$ cat src/rtl/vga_wr_master.sv
// CPU-to-video-RAM write initiator: queues in-window byte writes and replays each on the video bus,
// stalling on n_rdy and retrying a strobe that the controller revokes.
module vga_wr_master #(
  parameter int unsigned DEPTH     = 4,
  parameter int unsigned WE_CYCLES = 2
) (
  input  logic                     clk,
  input  logic                     rst,
  input  logic                     wr_valid,
  input  logic [15:0]              wr_addr,
  input  logic [7:0]               wr_data,
  output logic                     wr_ready,
  output logic                     wr_err,
  output logic [$clog2(DEPTH):0]   level,
  output logic                     busy,
  output logic [15:0]              a,
  output logic [7:0]               d,
  output logic                     n_we,
  output logic                     n_oe,
  output logic                     ena,
  input  logic                     n_rdy
);

  localparam int unsigned AW = $clog2(DEPTH);
  localparam int unsigned CW = (WE_CYCLES > 1) ? $clog2(WE_CYCLES) : 1;

  typedef logic [AW:0]   ptr_t;
  typedef logic [CW-1:0] cnt_t;

  localparam cnt_t CntInit = cnt_t'(WE_CYCLES - 1);

  typedef enum logic [1:0] {StIdle, StSetup, StStrobe, StHold} state_e;

  state_e      state_q;
  cnt_t        cnt_q;
  ptr_t        wptr_q, rptr_q;
  logic [15:0] addr_mem [DEPTH];
  logic [7:0]  data_mem [DEPTH];

  logic in_win, full, empty, push, pop;

  // Window 0xD000-0xEFFF: top bits 11 and exactly one of bits 13/12 set.
  assign in_win = (wr_addr[15:14] == 2'b11) && (wr_addr[13] ^ wr_addr[12]);

  // Extra pointer MSB distinguishes full from empty when the index bits match.
  assign full  = (wptr_q[AW] != rptr_q[AW]) && (wptr_q[AW-1:0] == rptr_q[AW-1:0]);
  assign empty = (wptr_q == rptr_q);
  assign push  = wr_valid & ~full & in_win;
  assign pop   = (state_q == StHold);

  assign wr_ready = ~full;
  assign level    = wptr_q - rptr_q;
  assign busy     = ~empty | (state_q != StIdle);
  assign n_oe     = 1'b1;

  always_ff @(posedge clk) begin
    if (push) begin
      addr_mem[wptr_q[AW-1:0]] <= wr_addr;
      data_mem[wptr_q[AW-1:0]] <= wr_data;
    end
  end

  always_ff @(posedge clk) begin
    if (rst) begin
      wptr_q <= '0;
      rptr_q <= '0;
      wr_err <= 1'b0;
    end else begin
      if (push) wptr_q <= wptr_q + ptr_t'(1);
      if (pop)  rptr_q <= rptr_q + ptr_t'(1);
      wr_err <= wr_valid & ~in_win;
    end
  end

  always_ff @(posedge clk) begin
    if (rst) begin
      state_q <= StIdle;
      cnt_q   <= '0;
      a       <= '0;
      d       <= '0;
      n_we    <= 1'b1;
      ena     <= 1'b0;
    end else begin
      unique case (state_q)
        StIdle: begin
          if (!empty) begin
            state_q <= StSetup;
            a       <= addr_mem[rptr_q[AW-1:0]];
            d       <= data_mem[rptr_q[AW-1:0]];
            ena     <= 1'b1;
          end
        end
        StSetup: begin
          if (!n_rdy) begin
            state_q <= StStrobe;
            cnt_q   <= CntInit;
            n_we    <= 1'b0;
          end
        end
        StStrobe: begin
          // Revoked readiness aborts the strobe; the entry stays at the head for a retry.
          if (n_rdy) begin
            state_q <= StSetup;
            n_we    <= 1'b1;
          end else if (cnt_q == '0) begin
            state_q <= StHold;
            n_we    <= 1'b1;
          end else begin
            cnt_q <= cnt_q - cnt_t'(1);
          end
        end
        StHold: begin
          state_q <= StIdle;
          ena     <= 1'b0;
        end
        default: state_q <= StIdle;
      endcase
    end
  end

endmodule

$ cat config.mk
export PLATFORM = sky130hd
export DESIGN_NAME = vga_wr_master
export DESIGN_NICKNAME = d
export VERILOG_FILES = /design/src/rtl/vga_wr_master.sv
export SDC_FILE = /design/constraint.sdc
export NUM_CORES = 1
export LEC_CHECK = 0
export CORE_ASPECT_RATIO = 1.1
export CORE_MARGIN = 2
export CORE_UTILIZATION = 50
export DETAILED_ROUTE_END_ITERATION = 10
export MAX_ROUTING_LAYER = met4
export PLACE_DENSITY = 0.83
export SETUP_SLACK_MARGIN = 0.15
export SLEW_MARGIN = 20
export SYNTH_ARGS = -nofsm -noshare
export SYNTH_HDL_FRONTEND = slang
export SYNTH_SLANG_ARGS = --single-unit
$ cat constraint.sdc
create_clock -name clk -period 4 [get_ports clk]
set_clock_uncertainty 0.05 [all_clocks]
set_input_delay 0.8 -clock clk [delete_from_list [all_inputs] [get_ports clk]]
set_output_delay 0.8 -clock clk [all_outputs]
set_load 0.02 [all_outputs]
==> impl_results.md <==
- Status: completed
- Hold-fix buffers at CTS: 0
- TritonCTS clock tree: built
- Power per cell area: 478 nW/um^2
- Router iterations before antenna repair: 8
- Met1 track demand over resource: 0.266
- Worst-path fanout max: 10
- CP startpoint kind: flip-flop
- Area delta synth->final: 25.4%
- Worst EP required: 3.15 ns
- Worst path bufs/invs: 3
- IR Drop Worst-Case VDD: 402 uV
- Nets: 474
- Top area cells in the synthesized netlist: edfxtp_1 (53%), dfxtp_1 (13%), mux4_2 (10%)
- Final Hold Viols: 0
- GR peak layer: met2
- DIE AREA: 11,700 um^2
- RSZ-0062 raised after global routing: no
- I/O pin cnt: 61
- Pin count of the biggest net entering global routing: 28
- CTS H-tree depth: 4
- Fillers: 690
- Net Count, Synth: 409
- Most frequent cells in the layout: edfxtp_1 (96), clkdlybuf4s50_1 (59), nand3_1 (51), dfxtp_1 (35), nand2_1 (29)
- Initial DRC Count: 257
- Leak pwr: 2.32 nW
- Comb pwr share: 0.056
- Clk buf depth: 2
- Dominant cell type by area after synthesis: edfxtp_1
- # setup viols final: 0
- GRT met3 Usage: 0.0525
- Synth top area share: 0.532
- Part of the cycle the worst path needs: 0.841
- MaxCap Viol Count: 0
- Latest clock arrival within the worst-skew pair: 0.42 ns
- P_sw: 653 uW
- Seq pwr share: 0.462
- Wire per inst: 19.1 um
- CTS Sinks: 132
- Pre-CTS setup slack: 0.766 ns
- Mapped Area: 5420 um^2
- Cell internal pwr: 2.60 mW
- Final ANT Viol Nets: 0
- Syn_area_per_cell: 14.5 um^2
- DR vias/cell: 5.65
- Crit. End Element: output port
- RePlAce Congestion: 0.819
- Residual DRC: 0
- Post-synth cell types: 36
- Die width: 103 um
- Vias in the first global route: 3,376
- DP Wirelength: 6.96 mm
- Syn Inst Count: 373
- Synth Flop Type: edfxtp_1
- Final-report max-slew violation count: 0
- Rel. slew slack: 0.344
- FMAX: 297 MHz
- EDFF count, synth: 96
- Final WS setup: 0.637 ns
- CTS resizes: 0
- Reg clk slew, reported paths: 0.06 ns
- PortBufs: 59
- Core area: 10,500 um^2
- Synthesized flop and latch total: 132
- Grt ovf: 0
- Clock network power share: 0.482
- Tightest Pin Transition: 0.981 ns
- Row count: 39
- Switch share: 0.201
- Crit path DAT: 2.51 ns
- Async S/R FF share, synth: 0
- Hold WC Path Type: flip-flop to flip-flop
- Initial antenna violation count: 0
- Setup bufs post-CTS: 0
- Total negative slack: 0 ns
- Slowest CP cell: clkdlybuf4s50_1
- Seq/Total Area, Yosys: 0.665
- Final worst path period need: 3.36 ns
- Crit path kind: flip-flop to output port
- Initial Util: 0.517
- Diodes inserted: 0
- CP max stage delay: 0.55 ns
- Post-Route WL: 11.4 mm
- Pwr Total: 3.25 mW
- Via Count: 3,358
- Die H: 113 um
- Layout cell share with drive strength beyond 1: 0.157
- Commonest non-fill, non-tap cell in the layout: edfxtp_1
- Met2 GRT Util: 0.335
- First-pass GRT wire length: 17.9 mm
- Gr usage total: 0.218
- Worst path top cell family by delay: buffers and inverters
- Yosys warning count: 0
- Root Buffer: clkbuf_16
- Crit-path cells: inv_1 -> ha_1 -> and2_1 -> buf_4 -> nand2_1 -> clkdlybuf4s50_1
- Num CTS Buffers: 17
## cell families (layout without fill, tap and decap cells)
kind of cell,after synthesis,in the layout,synth area share
AND/OR/NAND/NOR,128,128,0.120
multiplexers,27,27,0.106
AO/OA/AOI/OAI,37,37,0.0498
adder cells (fa/ha/maj),8,8,0.0198
flip-flops,132,132,0.665
XOR/XNOR,7,7,0.0127
buffers and inverters,33,111,0.0265
other,1,1,0.000692
## worst reg2reg max path, cell delays in order (launching register included)
cell and delay (ns):
dfxtp_1 0.39, inv_1 0.12, ha_1 0.34, and2_1 0.30, a211oi_2 0.43, and2_1 0.52
buf_4 0.36
## stage by stage
stage | cells | utilization | hold WS (ns) | cell area (um^2)
5_1_grt | 594 | 0.648 | 0.460 | 6800
6_report | 594 | 0.648 | 0.432 | 6800
3_5_place_dp | 562 | 0.591 | 0.426 | 6200
2_1_floorplan | 373 | - | 0.408 | 5420
3_3_place_gp | 562 | 0.591 | 0.423 | 6200
4_1_cts | 594 | 0.648 | 0.433 | 6800
## power by group through the flow
| stage | clock, mW | combinational, mW | sequential (mW) |
|---|---|---|---|
| global route | 1.64 | 0.197 | 1.50 |
| floorplan | 0 | 0.0786 | 1.54 |
| finish | 1.57 | 0.184 | 1.50 |
| global placement | 0 | 0.177 | 1.53 |
| CTS | 1.59 | 0.183 | 1.50 |
| detailed placement | 0 | 0.182 | 1.53 |
## flip-flops by register name, indices dropped and copies added (netlist names)
signal,cells
a,16
addr_mem,64
cnt_q,1
d,8
data_mem,32
ena,1
n_we,1
rptr_q,3
state_q,2
wptr_q,3
wr_err,1
## metal layers
layer  vias to the layer above  part of all wire  routed length (um)
li1                       1532                 -                   -
met1                      1639              0.41                4660
met2                       151              0.50                5650
met3                        36             0.061                 693
met4                         0             0.031                 348
met5                         -                 0                   0
## area by class of cell
| cell class | instances | area (um^2) | share of cell area |
|---|---|---|---|
| Tap cell | 143 | 179 | 0.0263 |
| Inverter | 6 | 22.5 | 0.00331 |
| Timing Repair Buffer | 73 | 708 | 0.104 |
| Sequential cell | 132 | 3600 | 0.530 |
| Clock buffer | 19 | 433 | 0.0637 |
| Clock inverter | 13 | 164 | 0.0241 |
| Multi-Input combinational cell | 208 | 1690 | 0.248 |
## Yosys cell counts, types with 3 or more instances
master,number
inv_1,6
buf_1,3
nand2b_1,3
edfxtp_1,96
buf_2,7
nor2b_1,27
o21ai_0,3
nand2_1,29
xnor2_1,4
a21oi_1,4
dfxtp_1,36
o211ai_1,24
mux4_2,24
buf_4,3
nand3_1,51
nor2_1,7
and2_1,4
clkbuf_1,14
ha_1,7
## final timing paths
path                                 from               to  slack [ns]  cells after the start
worst min register to register      cnt_q            cnt_q        0.43                      2
worst max register to register  wptr_q[0]  addr_mem[0][14]        1.16                      6
worst max-delay path            wptr_q[0]         wr_ready        0.64                      6
worst min-delay path                cnt_q            cnt_q        0.43                      2
(Power assumes the default switching activity.)
